<file path="config.mk">
export PLATFORM = sky130hd
export DESIGN_NAME = exc_entry_ctrl_flat
export DESIGN_NICKNAME = d
export VERILOG_FILES = /design/src/rtl/exc_pkg.sv /design/src/rtl/exc_entry_ctrl_if.sv /design/src/rtl/exc_entry_ctrl_prio_stack.sv /design/src/rtl/exc_entry_ctrl.sv /design/src/flat_wrapper.sv
export SDC_FILE = /design/constraint.sdc
export NUM_CORES = 1
export LEC_CHECK = 0
export CORE_ASPECT_RATIO = 1.5
export CORE_UTILIZATION = 52
export DETAILED_ROUTE_END_ITERATION = 10
export GPL_ROUTABILITY_DRIVEN = 0
export PLACE_DENSITY = 0.9
export SYNTH_ARGS = -nofsm -noshare
export SYNTH_HDL_FRONTEND = slang
export SYNTH_SLANG_ARGS = --single-unit
</file>
<file path="constraint.sdc">
create_clock -name clk -period 11.4 [get_ports clk]
set_input_delay 1.14 -clock clk [delete_from_list [all_inputs] [get_ports clk]]
set_output_delay 1.14 -clock clk [all_outputs]
set_load 0.005 [all_outputs]
</file>
<file path="src/rtl/exc_pkg.sv">
`default_nettype none
// ============================================================================
// Package  : exc_pkg
// Desc     : Shared types and constants for the exception entry controller:
//            FSM state encoding, priority-stack entry layout, frame geometry
//            and vector table offset.
// Revision : 1.0 - initial release
// ============================================================================
package exc_pkg;

    typedef enum logic [2:0] {
        ST_IDLE   = 3'd0,
        ST_ACK    = 3'd1,
        ST_PUSH   = 3'd2,
        ST_VECTOR = 3'd3,
        ST_RUN    = 3'd4,
        ST_POP    = 3'd5
    } exc_state_t;

    // Execution priority reported when no handler is active.
    localparam logic [2:0] THREAD_PRIO = 3'd4;
    // Words per stacked frame.
    localparam int FRAME_WORDS = 8;
    // First external interrupt slot in the vector table.
    localparam int VEC_OFFSET = 16;

    typedef struct packed {
        logic [4:0] id;
        logic [1:0] prio;
    } prio_entry_t;

endpackage
`default_nettype wire

</file>
<file path="src/rtl/exc_entry_ctrl_if.sv">
`default_nettype none
// ============================================================================
// Interface: exc_entry_ctrl_if
// Desc     : Bundles the NVIC handshake, core stack-pointer/vector handoff
//            and stack memory port of the exception entry controller.
//            master = controller side, slave = NVIC/core/memory side.
// Revision : 1.0 - initial release
// ============================================================================
interface exc_entry_ctrl_if;
    logic        irq_valid;
    logic [4:0]  irq_id;
    logic [1:0]  irq_prio;
    logic        irq_ack;
    logic [4:0]  irq_ack_id;
    logic [31:0] sp_in;
    logic [31:0] sp_out;
    logic        sp_load;
    logic        mem_req;
    logic        mem_we;
    logic [31:0] mem_addr;
    logic [2:0]  stack_idx;
    logic        mem_ready;
    logic        exc_return;
    logic [31:0] vec_addr;
    logic        vec_load;
    logic        handler_active;
    logic [2:0]  cur_prio;

    modport master (
        input  irq_valid, irq_id, irq_prio, sp_in, mem_ready, exc_return,
        output irq_ack, irq_ack_id, sp_out, sp_load, mem_req, mem_we,
               mem_addr, stack_idx, vec_addr, vec_load, handler_active,
               cur_prio
    );

    modport slave (
        output irq_valid, irq_id, irq_prio, sp_in, mem_ready, exc_return,
        input  irq_ack, irq_ack_id, sp_out, sp_load, mem_req, mem_we,
               mem_addr, stack_idx, vec_addr, vec_load, handler_active,
               cur_prio
    );
endinterface
`default_nettype wire

</file>
<file path="src/rtl/exc_entry_ctrl_prio_stack.sv">
`default_nettype none
// ============================================================================
// Module   : prio_stack
// Desc     : LIFO of active handler {id, prio} entries.
// Ports    : clk, rst        - clock, synchronous active-high reset
//            i_push, i_entry - push request and entry to store
//            i_pop           - pop request
//            o_top           - top entry (zero when empty)
//            o_depth         - number of stored entries
//            o_full, o_empty - occupancy flags
// Revision : 1.0 - initial release
// ============================================================================
module prio_stack
    import exc_pkg::*;
#(
    parameter int DEPTH = 4
) (
    input  logic                         clk,
    input  logic                         rst,
    input  logic                         i_push,
    input  prio_entry_t                  i_entry,
    input  logic                         i_pop,
    output prio_entry_t                  o_top,
    output logic [$clog2(DEPTH+1)-1:0]   o_depth,
    output logic                         o_full,
    output logic                         o_empty
);
    localparam int c_aw = (DEPTH > 1) ? $clog2(DEPTH) : 1;
    localparam int c_dw = $clog2(DEPTH + 1);

    prio_entry_t     r_stack [DEPTH];
    logic [c_dw-1:0] r_depth;
    logic [c_aw-1:0] w_wr_ptr;
    logic [c_aw-1:0] w_top_ptr;

    assign w_wr_ptr  = c_aw'(r_depth);
    assign w_top_ptr = c_aw'(r_depth - c_dw'(1));
    assign o_full    = (r_depth == c_dw'(DEPTH));
    assign o_empty   = (r_depth == '0);
    assign o_depth   = r_depth;
    assign o_top     = o_empty ? '0 : r_stack[w_top_ptr];

    // Entry storage is not reset: only slots below r_depth are ever read.
    always_ff @(posedge clk) begin
        if (rst) begin
            r_depth <= '0;
        end else if (i_push && !o_full) begin
            r_stack[w_wr_ptr] <= i_entry;
            r_depth           <= r_depth + c_dw'(1);
        end else if (i_pop && !o_empty) begin
            r_depth <= r_depth - c_dw'(1);
        end
    end
endmodule
`default_nettype wire

</file>
<file path="src/rtl/exc_entry_ctrl.sv">
`default_nettype none
// ============================================================================
// Module   : exc_entry_ctrl
// Desc     : Exception entry/exit sequencer. Accepts a preempting interrupt,
//            acknowledges it, stacks an 8-word frame below the current SP,
//            hands the core the new SP and vector address, and unstacks the
//            frame again on exception return. Supports NEST_DEPTH nesting.
// Ports    : clk  - system clock (rising edge)
//            rst  - synchronous active-high reset
//            bus  - exc_entry_ctrl_if.master (NVIC, core SP/PC, stack memory)
// Revision : 1.0 - initial release
// ============================================================================
module exc_entry_ctrl
    import exc_pkg::*;
#(
    parameter int          NEST_DEPTH = 4,
    parameter logic [31:0] VTOR       = 32'h0000_0000
) (
    input  logic              clk,
    input  logic              rst,
    exc_entry_ctrl_if.master  bus
);
    localparam int          c_dw          = $clog2(NEST_DEPTH + 1);
    localparam logic [31:0] c_frame_bytes = 32'(FRAME_WORDS * 4);
    localparam logic [2:0]  c_last_idx    = 3'(FRAME_WORDS - 1);

    exc_state_t      r_state, w_state_nxt;
    logic [31:0]     r_base, w_base_nxt;
    logic [2:0]      r_idx, w_idx_nxt;
    prio_entry_t     r_req, w_req_nxt;
    logic            w_push, w_pop, w_full, w_empty, w_accept;
    prio_entry_t     w_top;
    logic [c_dw-1:0] w_depth;
    logic [2:0]      w_cur_prio;

    prio_stack #(.DEPTH(NEST_DEPTH)) u_prio_stack (
        .clk     (clk),
        .rst     (rst),
        .i_push  (w_push),
        .i_entry (r_req),
        .i_pop   (w_pop),
        .o_top   (w_top),
        .o_depth (w_depth),
        .o_full  (w_full),
        .o_empty (w_empty)
    );

    assign w_cur_prio          = w_empty ? THREAD_PRIO : {1'b0, w_top.prio};
    assign bus.cur_prio        = w_cur_prio;
    assign bus.handler_active  = !w_empty;

    // exc_return wins over a simultaneous accept while in RUN.
    assign w_accept = bus.irq_valid && ({1'b0, bus.irq_prio} < w_cur_prio) && !w_full &&
                      ((r_state == ST_IDLE) || ((r_state == ST_RUN) && !bus.exc_return));

    always_comb begin
        w_state_nxt    = r_state;
        w_base_nxt     = r_base;
        w_idx_nxt      = r_idx;
        w_req_nxt      = r_req;
        w_push         = 1'b0;
        w_pop          = 1'b0;
        bus.irq_ack    = 1'b0;
        bus.irq_ack_id = '0;
        bus.sp_load    = 1'b0;
        bus.sp_out     = '0;
        bus.mem_req    = 1'b0;
        bus.mem_we     = 1'b0;
        bus.mem_addr   = '0;
        bus.stack_idx  = '0;
        bus.vec_load   = 1'b0;
        bus.vec_addr   = '0;

        case (r_state)
            ST_IDLE: begin
                if (w_accept) begin
                    // Latch the accepted request so ACK reports what was judged.
                    w_req_nxt   = '{id: bus.irq_id, prio: bus.irq_prio};
                    w_state_nxt = ST_ACK;
                end
            end
            ST_ACK: begin
                bus.irq_ack    = 1'b1;
                bus.irq_ack_id = r_req.id;
                w_base_nxt     = bus.sp_in - c_frame_bytes;
                w_push         = 1'b1;
                w_idx_nxt      = '0;
                w_state_nxt    = ST_PUSH;
            end
            ST_PUSH: begin
                bus.mem_req   = 1'b1;
                bus.mem_we    = 1'b1;
                bus.mem_addr  = r_base + {27'd0, r_idx, 2'b00};
                bus.stack_idx = r_idx;
                if (bus.mem_ready) begin
                    if (r_idx == c_last_idx) begin
                        w_idx_nxt   = '0;
                        w_state_nxt = ST_VECTOR;
                    end else begin
                        w_idx_nxt = r_idx + 3'd1;
                    end
                end
            end
            ST_VECTOR: begin
                // The entry pushed in ACK is now the top of the stack.
                bus.sp_load  = 1'b1;
                bus.sp_out   = r_base;
                bus.vec_load = 1'b1;
                bus.vec_addr = VTOR + {23'd0, 7'(VEC_OFFSET) + {2'b00, w_top.id}, 2'b00};
                w_state_nxt  = ST_RUN;
            end
            ST_RUN: begin
                if (bus.exc_return) begin
                    w_base_nxt  = bus.sp_in;
                    w_idx_nxt   = '0;
                    w_state_nxt = ST_POP;
                end else if (w_accept) begin
                    w_req_nxt   = '{id: bus.irq_id, prio: bus.irq_prio};
                    w_state_nxt = ST_ACK;
                end
            end
            ST_POP: begin
                bus.mem_req   = 1'b1;
                bus.mem_we    = 1'b0;
                bus.mem_addr  = r_base + {27'd0, r_idx, 2'b00};
                bus.stack_idx = r_idx;
                if (bus.mem_ready) begin
                    if (r_idx == c_last_idx) begin
                        bus.sp_load = 1'b1;
                        bus.sp_out  = r_base + c_frame_bytes;
                        w_pop       = 1'b1;
                        w_idx_nxt   = '0;
                        // Depth still includes the frame being popped this cycle.
                        w_state_nxt = (w_depth > c_dw'(1)) ? ST_RUN : ST_IDLE;
                    end else begin
                        w_idx_nxt = r_idx + 3'd1;
                    end
                end
            end
            default: w_state_nxt = ST_IDLE;
        endcase
    end

    always_ff @(posedge clk) begin
        if (rst) begin
            r_state <= ST_IDLE;
            r_base  <= '0;
            r_idx   <= '0;
            r_req   <= '0;
        end else begin
            r_state <= w_state_nxt;
            r_base  <= w_base_nxt;
            r_idx   <= w_idx_nxt;
            r_req   <= w_req_nxt;
        end
    end
endmodule
`default_nettype wire
</file>
<file path="src/flat_wrapper.sv">
// flat-port wrapper written by rule: the top's interface ports become plain ports
module exc_entry_ctrl_flat import exc_pkg::*;
#(
    parameter int          NEST_DEPTH = 4,
    parameter logic [31:0] VTOR       = 32'h0000_0000
)
  (clk, rst, bus_irq_valid, bus_irq_id, bus_irq_prio, bus_sp_in, bus_mem_ready, bus_exc_return, bus_irq_ack, bus_irq_ack_id, bus_sp_out, bus_sp_load, bus_mem_req, bus_mem_we, bus_mem_addr, bus_stack_idx, bus_vec_addr, bus_vec_load, bus_handler_active, bus_cur_prio);
  exc_entry_ctrl_if bus_i ();
  input  logic clk;
  input  logic rst;
  input wire logic [$bits(bus_i.irq_valid)-1:0] bus_irq_valid;
  input wire logic [$bits(bus_i.irq_id)-1:0] bus_irq_id;
  input wire logic [$bits(bus_i.irq_prio)-1:0] bus_irq_prio;
  input wire logic [$bits(bus_i.sp_in)-1:0] bus_sp_in;
  input wire logic [$bits(bus_i.mem_ready)-1:0] bus_mem_ready;
  input wire logic [$bits(bus_i.exc_return)-1:0] bus_exc_return;
  output wire logic [$bits(bus_i.irq_ack)-1:0] bus_irq_ack;
  output wire logic [$bits(bus_i.irq_ack_id)-1:0] bus_irq_ack_id;
  output wire logic [$bits(bus_i.sp_out)-1:0] bus_sp_out;
  output wire logic [$bits(bus_i.sp_load)-1:0] bus_sp_load;
  output wire logic [$bits(bus_i.mem_req)-1:0] bus_mem_req;
  output wire logic [$bits(bus_i.mem_we)-1:0] bus_mem_we;
  output wire logic [$bits(bus_i.mem_addr)-1:0] bus_mem_addr;
  output wire logic [$bits(bus_i.stack_idx)-1:0] bus_stack_idx;
  output wire logic [$bits(bus_i.vec_addr)-1:0] bus_vec_addr;
  output wire logic [$bits(bus_i.vec_load)-1:0] bus_vec_load;
  output wire logic [$bits(bus_i.handler_active)-1:0] bus_handler_active;
  output wire logic [$bits(bus_i.cur_prio)-1:0] bus_cur_prio;
  assign bus_i.irq_valid = bus_irq_valid;
  assign bus_i.irq_id = bus_irq_id;
  assign bus_i.irq_prio = bus_irq_prio;
  assign bus_i.sp_in = bus_sp_in;
  assign bus_i.mem_ready = bus_mem_ready;
  assign bus_i.exc_return = bus_exc_return;
  assign bus_irq_ack = bus_i.irq_ack;
  assign bus_irq_ack_id = bus_i.irq_ack_id;
  assign bus_sp_out = bus_i.sp_out;
  assign bus_sp_load = bus_i.sp_load;
  assign bus_mem_req = bus_i.mem_req;
  assign bus_mem_we = bus_i.mem_we;
  assign bus_mem_addr = bus_i.mem_addr;
  assign bus_stack_idx = bus_i.stack_idx;
  assign bus_vec_addr = bus_i.vec_addr;
  assign bus_vec_load = bus_i.vec_load;
  assign bus_handler_active = bus_i.handler_active;
  assign bus_cur_prio = bus_i.cur_prio;
  exc_entry_ctrl #(.NEST_DEPTH(NEST_DEPTH), .VTOR(VTOR)) u_core (.clk(clk), .rst(rst), .bus(bus_i));
endmodule
</file>
==> impl_results.md <==
* Status: finished, final reports clean
* WP data required at 10.26 ns
* WS Path Type: in2out
* Chip Height at 127 microns
* Synth top area cells: dfxtp_1 (18%), edfxtp_1 (15%), xor2_1 (5.8%), nor2_1 (5.7%), nand2_1 (4.8%)
* Post_cts resized at 0
* GRT Total Usage at 28.1%
* Clock skew at 0.00855 ns
* Placed cells at 875
* Max Cap Violations at 0
* Final hold viol count at 0
* Hpwl dp at 11400 microns
* Total Neg Setup Slack at 0 ns
* Tightest hold margin at 0.475 ns
* # nets final at 827
* 1st-pass router iterations at 5
* Num rows at 45
* TritonCTS clock tree: yes
* CP max FO at 21
* CP arrival at 3.79 ns
* Starting DRC count in detailed routing at 441
* Post-CTS setup buffer count at 0
* Main synth FF type: dfxtp_1
* Dominant cell type by area after synthesis: dfxtp_1
* Peak supply drop at 0.137 mV
* CTS Hold Buffers Added at 0
* Synth cell types at 55
* Post-synth ARST share at 0%
* Total vias in the final route at 5393
* CTS buffer count at 9
* Routed WL at 15100 microns
* Initial antenna violation count at 0
* Worst setup EP type: output port
* Post-synthesis cell count at 671
* Final setup violation count at 0
* Clk pin slew, worst setup/hold paths at 0.06 ns
* Die area at 0.0109 sq mm
* Number of global-route vias before repair at 5085
* Syn. warnings at 0
* Max Freq at 203 MHz
* Drc violations at 0
* Startpoint Class: primary input
* Post-synthesis sequential area ratio at 33.2%
* Power per standard cell area at 160 mW/mm^2
* Minimum clock period at 4.93 ns
* Synth cell count leaders: nor2_1 (83), nand2_1 (69), dfxtp_1 (48), o21ai_0 (38), clkbuf_1 (37)
* CTS root buf: clkbuf_16
* CTS sink count at 76
* Die X at 85.5 microns
* Final core occ at 68.5%
* Avg Inst Size Synth at 8.10 sq um
* Starting Density at 53.6%
* GRT overflow at 0
* Count of pins over their slew limit at 0
* Pin count of the biggest net entering global routing at 57
* Core area at 0.0101 sq mm
* Worst-skew pair later-pin latency at 0.33 ns
* Pleak at 0.00229 uW
* IO Port Bufs at 130
* Placed inst area at 0.00664 sq mm
* Non-filler cells, final at 891
* Mapped cell area at 0.00543 sq mm
* Vias/cell at 6.05
* Wire per inst at 17.0 microns
* Global-route wire length before repair at 24400 microns
* Rel. slew slack at 17.8%
* Synthesis-stage register bit count at 76
* Slew @ Worst Pin at 1.23 ns
* Final Cycle Share at 43.2%
* Post-route cell area at 0.00694 sq mm
* N_diodes at 0
* RSZ-0062 raised after global routing: false
* Area Overhead vs Synth at 27.7%
* Synth top area share at 17.7%
* Layout cells sized above 1 at 6.07%
* IO Count at 157
* Post-synth EDFFs at 28
* CTS Buffer Depth at 2
* ANT nets after route at 0
* Top-count cell post-synth: nor2_1
* Min-Delay Path Class: reg2reg
* H-Tree Depth at 3
[critical path, cell delays in order]
cell and delay [ns]:
clkdlybuf4s50_1 0.57, nand3_1 0.59, nand2_1 0.58, o311ai_0 0.23, o31ai_1 0.13, clkdlybuf4s50_1 0.54
[cell type report]
cell class	instances	area (sq um)
Multi-Input combinational cell	535	3310
Fill cell	796	3200
Tap cell	117	146
Timing Repair Buffer	136	1340
Sequential cell	76	1800
Clock inverter	4	30.0
Clock buffer	12	268
Inverter	11	41.3
[kinds of logic after synthesis]
group	synth area share [%]
multiplexers	4.72
adder cells (fa/ha/maj)	3.36
other	0.0690
XOR/XNOR	9.03
buffers and inverters	7.78
AND/OR/NAND/NOR	27.9
flip-flops	33.2
AO/OA/AOI/OAI	14.0
[per-layer routing]
layer  global-route usage (%)  part of all wire, %  wire (microns)  vias to the layer above
met1                     29.4                   35            5280                     2507
met2                     52.5                   54            8180                      312
met5                        0                    0               0                        -
met3                     5.30                  6.9            1050                       61
li1                         -                    -               -                     2513
met4                     14.5                  4.1             626                        0
[layout by cell type, fill, tap and decap left out, types with 9 or more instances in the layout]
cell type          n
clkdlybuf4s50_1  129
nor2_1            82
nand2_1           69
dfxtp_1           48
o21ai_0           38
xor2_1            36
nand3_1           31
edfxtp_1          28
a21oi_1           27
conb_1            26
nor3_1            22
a211oi_1          21
xnor2_1           20
nand4_1           16
and2_1            16
nor2b_1           13
ha_1              13
mux2i_1           11
inv_1             10
clkbuf_16         10
or3_1              9
[stage by stage]
step           power, uW  setup slack, ns
5_1_grt             1170             6.32
3_3_place_gp         810             6.63
3_5_place_dp         829             6.56
2_1_floorplan        692             7.78
4_1_cts             1100             6.54
6_report            1110             6.47
[report_power, final]
| part | switching [uW] | internal, uW | leakage (uW) |
|---|---|---|---|
| registers | 119 | 344 | 0.000651 |
| clock network | 109 | 167 | 0.000144 |
| logic | 200 | 174 | 0.00149 |
| total | 427 | 685 | 0.00229 |
[worst paths after layout]
check	to	start	slack, ns	cells after the start
max	bus_sp_out[24]	bus_mem_ready	6.47	6
min	u_core.r_base[0]$_SDFFE_PP0P_	u_core.r_base[0]$_SDFFE_PP0P_	0.48	2
max reg2reg	u_core.r_req[0]$_SDFFE_PP0P_	u_core.u_prio_stack.o_depth[0]$_SDFFE_PP0P_	7.15	12
min reg2reg	u_core.r_base[0]$_SDFFE_PP0P_	u_core.r_base[0]$_SDFFE_PP0P_	0.48	2
[flip-flops by register name (all words and copies together), names as in the netlist]
register / count
u_core.r_base: 32
u_core.u_prio_stack.r_stack: 28
u_core.r_req: 7
u_core.r_idx: 3
u_core.r_state: 3
u_core.u_prio_stack.o_depth: 3
Note: power is estimated with default switching activity, not from simulation.
